[src/rtl/multicycle_adder_sub.sv]
// Multi-cycle adder/subtractor: CHUNK bits per cycle, LSB chunk first, carry held between cycles.
// Latency: start accepted at edge t -> done visible after edge t+NCHUNK; one op per NCHUNK+1 cycles.
// Backpressure: start is ignored while busy; start during the done cycle is accepted back-to-back.
module multicycle_adder_sub #(
    parameter int WIDTH = 16,
    parameter int CHUNK = 4
) (
    input  logic             clk,
    input  logic             rst_n,
    input  logic             start,
    input  logic [WIDTH-1:0] A,
    input  logic [WIDTH-1:0] B,
    input  logic             Cin,
    input  logic             Sub,
    output logic             busy,
    output logic             done,
    output logic [WIDTH-1:0] Sum,
    output logic             Cout,
    output logic             Overflow
);
    localparam int NCHUNK = WIDTH / CHUNK;
    localparam int CW     = (NCHUNK > 1) ? $clog2(NCHUNK) : 1;

    typedef enum logic [1:0] {
        IDLE = 2'd0,
        RUN  = 2'd1,
        DONE = 2'd2
    } state_t;

    state_t           state, state_nxt;
    logic [WIDTH-1:0] aop, bop, acc, acc_nxt;
    logic             carry;
    logic [CW-1:0]    cnt;
    logic [CHUNK-1:0] a_chk, b_chk, s_chk;
    logic             c_rip, c_msb, c_out;
    logic             last, accept;
    int               base;

    assign last = (cnt == CW'(NCHUNK - 1));

    // Bit-level ripple inside the chunk so the carry into the MSB is visible for overflow.
    always_comb begin
        base    = int'(cnt) * CHUNK;
        a_chk   = aop[base +: CHUNK];
        b_chk   = bop[base +: CHUNK];
        s_chk   = '0;
        c_rip   = carry;
        c_msb   = carry;
        for (int i = 0; i < CHUNK; i++) begin
            if (i == CHUNK - 1) c_msb = c_rip;
            s_chk[i] = a_chk[i] ^ b_chk[i] ^ c_rip;
            c_rip    = (a_chk[i] & b_chk[i]) | (a_chk[i] & c_rip) | (b_chk[i] & c_rip);
        end
        c_out   = c_rip;
        acc_nxt = acc;
        acc_nxt[base +: CHUNK] = s_chk;
    end

    always_ff @(posedge clk or negedge rst_n) begin
        if (!rst_n) state <= IDLE;
        else        state <= state_nxt;
    end

    always_comb begin
        state_nxt = state;
        busy      = 1'b0;
        done      = 1'b0;
        accept    = 1'b0;
        case (state)
            IDLE: begin
                if (start) begin
                    accept    = 1'b1;
                    state_nxt = RUN;
                end
            end
            RUN: begin
                busy = 1'b1;
                if (last) state_nxt = DONE;
            end
            DONE: begin
                done = 1'b1;
                if (start) begin
                    accept    = 1'b1;
                    state_nxt = RUN;
                end else begin
                    state_nxt = IDLE;
                end
            end
            default: state_nxt = IDLE;
        endcase
    end

    // Subtraction is folded into the operands at acceptance: A + ~B + ~Cin.
    always_ff @(posedge clk or negedge rst_n) begin
        if (!rst_n) begin
            aop      <= '0;
            bop      <= '0;
            acc      <= '0;
            carry    <= 1'b0;
            cnt      <= '0;
            Sum      <= '0;
            Cout     <= 1'b0;
            Overflow <= 1'b0;
        end else if (accept) begin
            aop   <= A;
            bop   <= Sub ? ~B : B;
            carry <= Sub ? ~Cin : Cin;
            acc   <= '0;
            cnt   <= '0;
        end else if (state == RUN) begin
            acc   <= acc_nxt;
            carry <= c_out;
            cnt   <= cnt + CW'(1);
            if (last) begin
                Sum      <= acc_nxt;
                Cout     <= c_out;
                Overflow <= c_msb ^ c_out;
            end
        end
    end
endmodule

[config.mk]
export PLATFORM = sky130hd
export DESIGN_NAME = multicycle_adder_sub
export DESIGN_NICKNAME = d
export VERILOG_FILES = /design/src/rtl/multicycle_adder_sub.sv
export SDC_FILE = /design/constraint.sdc
export NUM_CORES = 1
export LEC_CHECK = 0
export ABC_AREA = 0
export CAP_MARGIN = 20
export CORE_MARGIN = 5
export CORE_UTILIZATION = 45
export CTS_BUF_LIST = sky130_fd_sc_hd__clkbuf_4 sky130_fd_sc_hd__clkbuf_8
export DETAILED_ROUTE_END_ITERATION = 10
export GPL_ROUTABILITY_DRIVEN = 0
export PLACE_DENSITY_LB_ADDON = 0.3
export SYNTH_ARGS = -nofsm -noshare
export SYNTH_HDL_FRONTEND = slang
export SYNTH_SLANG_ARGS = --single-unit
[constraint.sdc]
create_clock -name clk -period 8 [get_ports clk]
set_clock_uncertainty 0.1 [all_clocks]
set_input_delay 2.4 -clock clk [delete_from_list [all_inputs] [get_ports clk]]
set_output_delay 2.4 -clock clk [all_outputs]
set_load 0.03 [all_outputs]
==> metrics.yaml, run 1 <==
clocking:
  postCtsSetupBuffers: 0
  cts.htree.levels: 3
  cts_buffers: 9
  cts.clk_slew.worst_paths_ps: 70
  cts_max_path_buffers: 2
  postCtsHoldBufs: 0
  cts_resized: 0
  clock-sinks: 71
  cts_tree: "done"
  cts_root_buf: "clkbuf_8"
  insertion_delay_ps: 340
min_path:
  min_from: "aop[9]$_DFFE_PN0P_"
  hold_depth: 2
  hp-class: "register to register"
  worstHoldEndpoint: "aop[9]$_DFFE_PN0P_"
critical_path:
  setup.worst_path.end_class: "primary output"
  crit_start: "state[1]$_DFFE_PN0P_"
  r2r-start: "cnt[0]$_DFFE_PN0P_"
  required_ps: 5500
  critPathLaunchType: "register"
  cpPeakStageDelay_ps: 740
  path_max_fanout: 16
  cp_slowest_cell: "clkdlybuf4s50_1"
  reg2reg_slack_ps: 4350
  cp.arrival_ps: 1950
  reg2reg_to: "Sum[3]$_DFFE_PN0P_"
  critPathKind: "register to primary output"
  cp_cell_sequence: "nand2b_2, inv_2, clkdlybuf4s50_1"
  r2r_cells: 9
floorplan:
  pin_count: 57
  core_um2: 7330
  die_area_um2: 9490
  std_cell_rows: 31
  initial_utilization_pct: 46.9
  die_w_um: 97.4
  dieHeight_um: 97.4
yosys:
  synthCells: 323
  synth_cell_types: 29
  synth.area.top_cells: "dfrtp_1 52%, nand2_1 7.0%, mux4_2 5.2%"
  synth_edf_count: 0
  synth_compound_area_share_pct: 12.1
  synth_top_area_share_pct: 51.7
  syn-num-nets: 370
  ys_ff_latch: 71
  synth_top_area_cell: "dfrtp_1"
  synth_commonest_cells: "71 x dfrtp_1, 64 x nand2_1, 20 x nor2_1, 18 x a21oi_1, 18 x xnor2_1"
  synth.yosys.seq_area_share_pct: 51.7
  synth_top_family_by_area: "simple AND/OR/NAND/NOR gates"
  synth-simple-area-share_pct: 16.0
  ys.warnings.count: 0
  syn-cell-area_um2: 3440
  synth_mux_area_share_pct: 5.90
  synth.most_common_cell: "dfrtp_1"
  async_flop_share_pct: 100
  ys.flop_type: "dfrtp_1"
  synthAdderAreaFrac_pct: 4.51
  synth_xor_area_share_pct: 4.59
  syn_area_per_cell_um2: 10.6
timing:
  fin_crit_sh_pct: 55.7
  max_freq_mhz: 225
  fin_crit_ps: 4450
  final_hold_viol_count: 0
  setup_viol: 0
  worstMarginPinSlew_ps: 936
  layout_setup_ws_ps: 3550
  rsz0062_at_grt: "no"
  drv_slew: 0
  slew_headroom_pct: 37.4
  whs_ps: 374
  tns_ps: 0
place:
  dpl_cell_area_um2: 4000
  dp_worst_setup_slack_ps: 3740
  hpwl_um: 4610
  port_buffers: 56
power_and_ir_drop:
  power_density_nw_per_um2: 456
  p_leak_uw: 0.00184
  ir_worst_vdd_mv: 0.225
routing:
  antenna_left: 0
  first_pass_iters: 4
  routed_wl_um: 6910
  route.detailed.wl_per_inst_um: 14.6
  vias_per_cell: 5.04
  drt-initial-drc-count: 123
  drc: 0
  vias: 2390
layout:
  utilization_pct: 57.3
  final_nets: 419
  finish.instance_area_um2: 4200
  diodes: 0
  drive_gt1_share_pct: 9.60
  area_delta_synth_final_pct: 22.2
  register_area_um2: 1780
  multi_input_area_um2: 1480
  n_fill_cell: 666
global_routing:
  grt_use_total_pct: 15.4
  grt_max_degree: 72
  grt_overflow: 0
  grt_pass1_wl_um: 11700
  grt_antenna_before_repair: 0
  first_global_vias: 2423
outcome:
  outcome: "finished, final reports clean"
run:
  max_cap_violations: 0
## worst max path at each step
stage,endpoint,slack [ps]
2_1_floorplan,busy,4550
3_3_place_gp,carry$_DFFE_PN0P_,3760
3_5_place_dp,carry$_DFFE_PN0P_,3740
4_1_cts,busy,3540
5_1_grt,busy,3460
6_report,busy,3550
## where the power goes
group	switching (uW)	total (uW)	leakage [uW]	internal, uW
registers	113	637	0.000895	524
logic	576	1020	0.000852	446
clock network	126	258	0.0000922	133
total	814	1920	0.00184	1100
## worst max-delay path: cells and delay by family (launching register included)
family | cells | cell delay, ps
simple gates | 1 | 230
flops | 1 | 380
buf+inv | 2 | 1000
## metrics by stage
stage / instances / power [uW]
final: 474 / 1920
after global placement: 458 / 1640
after floorplan: 323 / 1330
after CTS: 472 / 1920
after detailed placement: 458 / 1670
after global routing: 474 / 2060
## kinds of logic after synthesis
| kind of cell | after synthesis |
|---|---|
| simple gates | 118 |
| flops | 71 |
| compound gates | 64 |
| buf+inv | 32 |
| xor+xnor | 18 |
| mux | 10 |
| fa+ha+maj | 10 |
## flip-flops by register name (all words and copies together) (netlist names)
name and count:
Cout 1, Overflow 1, Sum 16, acc 16
aop 16, bop 16, carry 1, cnt 2
state 2
## layer usage
layer,wire length (um),GRT usage [%],vias to the layer above,part of all wire (%)
met4,121,6.39,0,1.8
met3,249,3.30,10,3.6
li1,-,-,1185,-
met1,3220,20.4,1140,47
met2,3320,24.7,55,48
met5,0,0,-,0
## area by class of cell
| class | instances | share of cell area, % |
|---|---|---|
| tap | 99 | 2.95 |
| timing repair buffer | 61 | 14.5 |
| clock inverter | 1 | 0.119 |
| multi-input combinational | 220 | 35.3 |
| sequential | 71 | 42.3 |
| clock buffer | 13 | 3.96 |
| inverter | 9 | 0.804 |
## placed cells by master, fill, tap and decap left out, drive strengths merged
cell type | synthesis | routed
dfrtp | 71 | 71
nand2 | 64 | 64
clkdlybuf4s50 | 0 | 55
nor2 | 20 | 20
a21oi | 20 | 20
xnor2 | 18 | 18
nand2b | 18 | 18
o21ai | 18 | 18
clkbuf | 0 | 14
nor2b | 10 | 10
a22o | 9 | 9
inv | 9 | 9
mux4 | 8 | 8
a31oi | 8 | 8
a32o | 8 | 8
ha | 6 | 6
buf | 23 | 5
fa | 4 | 4
and4bb | 2 | 2
mux2 | 2 | 2
and3b | 1 | 1
and4b | 1 | 1
nor4bb | 1 | 1
a221o | 1 | 1
nand3 | 1 | 1
clkinv | 0 | 1
No activity file was read; power rests on OpenSTA's default activity.
==> run 2, diff against run 1 <==
- clock period: 8 -> 4.1 ns (I/O delays scaled with it)
==> run 2 against run 1 <==
Worst setup slack worse by 2700 ps. Cell count is 1.1% higher. Utilization is 0.63 points higher. Sequential cell count stayed put. Non-clock buffer count is 3 higher. Combinational power is 97% higher. Clock-buffer cell count stayed put. Die area stayed put. Routed wire length is 2.5% higher. Critical path type unchanged. Final area is 1.1% higher. Sequential share of layout area is 0.46 points lower. Register-to-register slack worse by 3400 ps.
==> metrics.yaml, run 2 (synthesis results as in run 1) <==
outcome:
  outcome: "finished, final reports clean"
timing:
  max_freq_mhz: 305
  fin_crit_ps: 3280
  whs_ps: 377  # +3.67 ps
  tns_ps: 0  # unchanged
  fin_crit_sh_pct: 80.1
  layout_setup_ws_ps: 817  # -2730 ps
  drv_slew: 0  # unchanged
  slew_headroom_pct: 45.3  # +7.8 points
  final_hold_viol_count: 0  # unchanged
  rsz0062_at_grt: "no"
  setup_viol: 0  # unchanged
  worstMarginPinSlew_ps: 819  # -116 ps
power_and_ir_drop:
  switching_power_uw: 1600  # +96%
  power_frac_seq_pct: 32.1  # -1.1 points
  internal_power_uw: 2230  # +100%
  pwr-share-clk_pct: 15.3  # +1.8 points
  p_leak_uw: 0.00187  # +1.6%
  power_density_nw_per_um2: 900  # +97%
  switching_share_pct: 41.8  # -0.72 points
  ir_worst_vdd_mv: 0.473  # +110%
  p_comb_share_pct: 52.6  # -0.7 points
clocking:
  cts_max_path_buffers: 2  # unchanged
  cts_tree: "done"
  postCtsSetupBuffers: 0  # unchanged
  cts_root_buf: "clkbuf_8"
  cts.htree.levels: 3  # unchanged
  clock-sinks: 71  # unchanged
  cts.clk_slew.worst_paths_ps: 70  # about the same
  cts_buffers: 9  # unchanged
  insertion_delay_ps: 340  # about the same
  postCtsHoldBufs: 0  # unchanged
  cts_resized: 0  # unchanged
routing:
  wl_met2_um: 3490  # +5.2%
  first_pass_iters: 4  # unchanged
  top_layer_used: "met4"
  vias: 2386  # -0.17%
  wl_met3_um: 341  # +37%
  route.detailed.wl_per_inst_um: 14.8  # +1.5%
  antenna_left: 0  # unchanged
  drc: 0  # unchanged
  routed_wl_um: 7090  # +2.5%
  wl_met1_um: 3120  # -3.0%
  drt-initial-drc-count: 126  # +2.4%
  vias_per_cell: 4.98  # -1.2%
place:
  dp_worst_setup_slack_ps: 975  # -2770 ps
  hpwl_um: 5130  # +11%
  dpl_cell_area_um2: 4030  # +0.94%
  port_buffers: 56  # unchanged
global_routing:
  grt_overflow: 0  # unchanged
  grt_max_degree: 38  # -47%
  first_global_vias: 2542  # +4.9%
  grt_use_total_pct: 16.2  # +0.76 points
  grt_antenna_before_repair: 0  # unchanged
  grt_pass1_wl_um: 12300  # +5.6%
critical_path:
  cpPeakStageDelay_ps: 740  # about the same
  crit_buf_inv: 2  # unchanged
  cp_slowest_cell: "clkdlybuf4s50_1"
  cp_cell_sequence: "nand2b_2, inv_2, clkdlybuf4s50_1"
  critPathKind: "register to primary output"
  setup.worst_path.end_class: "primary output"
  cp.arrival_ps: 1950  # about the same
  crit_start: "state[1]$_DFFE_PN0P_"
  r2r-start: "cnt[1]$_DFFE_PN0P_"
  path_max_fanout: 16  # unchanged
  cp_top_family: "buffers and inverters"
  critPathLaunchType: "register"
  required_ps: 2770  # -2730 ps
floorplan:
  dieHeight_um: 97.4  # unchanged
  pin_count: 57  # unchanged
  die_area_um2: 9490  # unchanged
  std_cell_rows: 31  # unchanged
  core_um2: 7330  # unchanged
  initial_utilization_pct: 46.9  # unchanged
  die_w_um: 97.4  # unchanged
layout:
  most-common-layout-cells: "71 x dfrtp_1, 64 x nand2_1, 55 x clkdlybuf4s50_1"
  register_area_um2: 1780  # unchanged
  diodes: 0  # unchanged
  layout_commonest_cell: "dfrtp_1"
  drive_gt1_share_pct: 10.8  # +1.2 points
  n_fill_cell: 650  # -2.4%
  finish.instance_area_um2: 4250  # +1.1%
  multi_input_area_um2: 1480  # unchanged
  area_delta_synth_final_pct: 23.5
  final_nets: 422  # +0.72%
run:
  max_cap_violations: 0  # unchanged
min_path:
  min_from: "aop[13]$_DFFE_PN0P_"
  hp-class: "register to register"
## run 2: changes by cell type in the layout (fill, tap and decap cells not counted), sizes merged
cell    previous run  this run
clkbuf            14        13
clkinv             1         2
bufinv             0         1
buf                5         9
## run 2: power groups by stage
| stage | logic, uW | registers [uW] | clock network, uW |
|---|---|---|---|
| 2_1_floorplan | 1250 | 1350 | 0 |
| 3_3_place_gp | 1990 | 1230 | 0 |
| 3_5_place_dp | 2030 | 1240 | 0 |
| 4_1_cts | 2030 | 1230 | 595 |
| 5_1_grt | 2190 | 1270 | 625 |
| 6_report | 2010 | 1230 | 585 |
## run 2: routing by layer
metal,GRT usage (%),vias to the layer above
met5,0,-
li1,-,1193
met1,20.9,1119
met4,6.39,0
met3,3.23,9
met2,26.7,65
## run 2: cell type report
| class | count | area share, % |
|---|---|---|
| inverter | 9 | 0.796 |
| sequential | 71 | 41.8 |
| clock inverter | 3 | 0.943 |
| clock buffer | 13 | 4.07 |
| timing repair buffer | 64 | 14.5 |
| tap | 99 | 2.92 |
| multi-input combinational | 220 | 34.9 |
## run 2: path summary, 6_finish.rpt
kind                                  endpoint  slack (ps)  cells past startpoint
setup / recovery                          busy         820                      3
max in group asynchronous   acc[2]$_DFFE_PN0P_        2240                      2
min in group asynchronous   Sum[2]$_DFFE_PN0P_         870                      1
setup reg to reg            Sum[3]$_DFFE_PN0P_         940                      9
hold reg to reg            aop[13]$_DFFE_PN0P_         380                      2
hold / removal             aop[13]$_DFFE_PN0P_         380                      2
## run 2: metrics by stage
stage                     std cells  utilization, %  total power (uW)
after floorplan                 323               -              2600
after global routing            479            57.9              4090
final                           479            57.9              3820
after global placement          463            55.0              3220
after detailed placement        463            55.0              3270
after CTS                       479            57.9              3860
## run 2: worst register-to-register path, cell delays in order, from the launching register on
cell     delay, ps
dfrtp_1        660
mux4_2         410
fa_1           390
inv_1           70
fa_1           180
fa_1           210
inv_1           60
fa_1           710
a21oi_1        130
a21oi_1        160
==> run 3, diff against run 2 <==
- clock period: 4.1 -> 3.1 ns (I/O delays scaled with it)
==> run 3 against run 2 <==
Critical path depth grew 6. Sequential cell count unchanged. Register-to-register slack lost 790 ps. Die area unchanged. Sequential share of layout area shrank 0.54 points. Hold slack lost 18 ps. Final area is 1.4% higher. Worst setup slack worse by 660 ps.
==> metrics.yaml, run 3 (synthesis results as in run 1) <==
outcome:
  outcome: "finished, final reports clean"
critical_path:
  cpPeakStageDelay_ps: 660  # -80 ps
  cp.arrival_ps: 3110  # +1160 ps
  crit_start: "cnt[0]$_DFFE_PN0P_"
  required_ps: 3260  # +490 ps
  cp_slowest_cell: "fa_2"
  cp_top_family: "adder cells"
  crit_buf_inv: 2  # unchanged
  r2r-start: "cnt[0]$_DFFE_PN0P_"
  cp_cell_sequence: "mux4_2, fa_1, inv_1, fa_1, fa_2, inv_1, fa_2, a21oi_1, a21oi_1"
  setup.worst_path.end_class: "register"
  critPathLaunchType: "register"
  critPathKind: "register to register"
  path_max_fanout: 8  # -8
clocking:
  cts_max_path_buffers: 2  # unchanged
  cts_buffers: 9  # unchanged
  postCtsSetupBuffers: 0  # unchanged
  cts_tree: "done"
  cts_root_buf: "clkbuf_8"
  clock-sinks: 71  # unchanged
  cts.clk_slew.worst_paths_ps: 80  # about the same
  insertion_delay_ps: 350  # about the same
  cts.htree.levels: 3  # unchanged
floorplan:
  std_cell_rows: 31  # unchanged
  core_um2: 7330  # unchanged
  die_w_um: 97.4  # unchanged
  pin_count: 57  # unchanged
  initial_utilization_pct: 46.9  # unchanged
  dieHeight_um: 97.4  # unchanged
  die_area_um2: 9490  # unchanged
global_routing:
  grt_pass1_wl_um: 12100  # -1.8%
  grt_use_total_pct: 15.9  # -0.24 points
  grt_max_degree: 36  # -5.3%
  first_global_vias: 2525  # -0.67%
  grt_antenna_before_repair: 0  # unchanged
  grt_overflow: 0  # unchanged
run:
  max_cap_violations: 0  # unchanged
layout:
  area_delta_synth_final_pct: 25.2
  diodes: 0  # unchanged
  n_fill_cell: 619  # -4.8%
  utilization_pct: 58.7  # +0.80 points
  most-common-layout-cells: "70 x dfrtp_1, 64 x nand2_1, 55 x clkdlybuf4s50_1"
  layout_commonest_cell: "dfrtp_1"
  drive_gt1_share_pct: 12.7  # +1.9 points
  final_nets: 427  # +1.2%
timing:
  fin_crit_sh_pct: 95.0
  final_hold_viol_count: 0  # unchanged
  fin_crit_ps: 2950
  slew_headroom_pct: 70.8  # +26 points
  layout_setup_ws_ps: 154  # -662 ps
  whs_ps: 359  # -18.0 ps
  worstMarginPinSlew_ps: 437  # -382 ps
  rsz0062_at_grt: "yes"
  setup_viol: 0  # unchanged
  drv_slew: 0  # unchanged
  max_freq_mhz: 339
routing:
  first_pass_iters: 4  # unchanged
  wl_met3_um: 284  # -17%
  vias_per_cell: 5.06  # +1.6%
  route.detailed.wl_per_inst_um: 14.5  # -2.1%
  drt-initial-drc-count: 89  # -29%
  vias: 2449  # +2.6%
  wl_met2_um: 3420  # -2.0%
  wl_met1_um: 3180  # +1.7%
  antenna_left: 0  # unchanged
  routed_wl_um: 7010  # -1.1%
  drc: 0  # unchanged
  top_layer_used: "met4"
place:
  dp_worst_setup_slack_ps: 27.2  # -948 ps
  hpwl_um: 5170  # +0.86%
  port_buffers: 56  # unchanged
power_and_ir_drop:
  ir_worst_vdd_mv: 0.640  # +35%
  p_leak_uw: 0.00190  # +1.4%
  power_density_nw_per_um2: 1210  # +34%
min_path:
  hp-class: "input port to asynchronous set/reset pin"
## run 3: cell count changes in the layout (fill, tap and decap cells not counted), sizes merged
| cell | before | now |
|---|---|---|
| buf | 9 | 14 |
| clkbuf | 13 | 14 |
| clkinv | 2 | 1 |
## run 3: area by class of cell
| cell class | instances | area (um2) | area share (%) |
|---|---|---|---|
| sequential | 71 | 1780 | 41.3 |
| clock inverter | 2 | 35.0 | 0.814 |
| multi-input combinational | 220 | 1490 | 34.6 |
| inverter | 9 | 33.8 | 0.785 |
| tap | 99 | 124 | 2.88 |
| clock buffer | 14 | 193 | 4.48 |
| timing repair buffer | 69 | 653 | 15.2 |
## run 3: layer usage
layer	global-route usage [%]	up-vias
met4	7.03	0
li1	-	1206
met1	20.7	1182
met2	25.7	50
met3	3.45	11
met5	0	-
## run 3: report_power, final
part | switching [uW] | internal, uW
logic | 1530 | 1240
clock network | 339 | 481
registers | 252 | 1360
## run 3: worst paths after layout
kind | to | slack, ps | depth (start not counted)
max | Sum[11]$_DFFE_PN0P_ | 150 | 9
min | Sum[12]$_DFFE_PN0P_ | 360 | 1
max reg2reg | Sum[11]$_DFFE_PN0P_ | 150 | 9
min reg2reg | aop[4]$_DFFE_PN0P_ | 370 | 2
max in group asynchronous | cnt[0]$_DFFE_PN0P_ | 1780 | 2
min in group clk | aop[4]$_DFFE_PN0P_ | 370 | 2
## run 3: what timing repair did
item / 4_1_cts / 5_1_grt
resized for setup: 0 / 3
hold buffers: 0 / 0
endpoints found under the hold margin: 0 / 0
endpoints found under the setup margin: 0 / 8
## run 3: metrics by stage
step	total power, uW	setup TNS, ps	std cells	area [um2]
final	5190	0	484	4310
after global routing	5580	-29.0	484	4310
after CTS	5210	0	484	4300
after detailed placement	4380	0	468	4070
after global placement	4320	0	468	4070
after floorplan	3440	0	323	3440
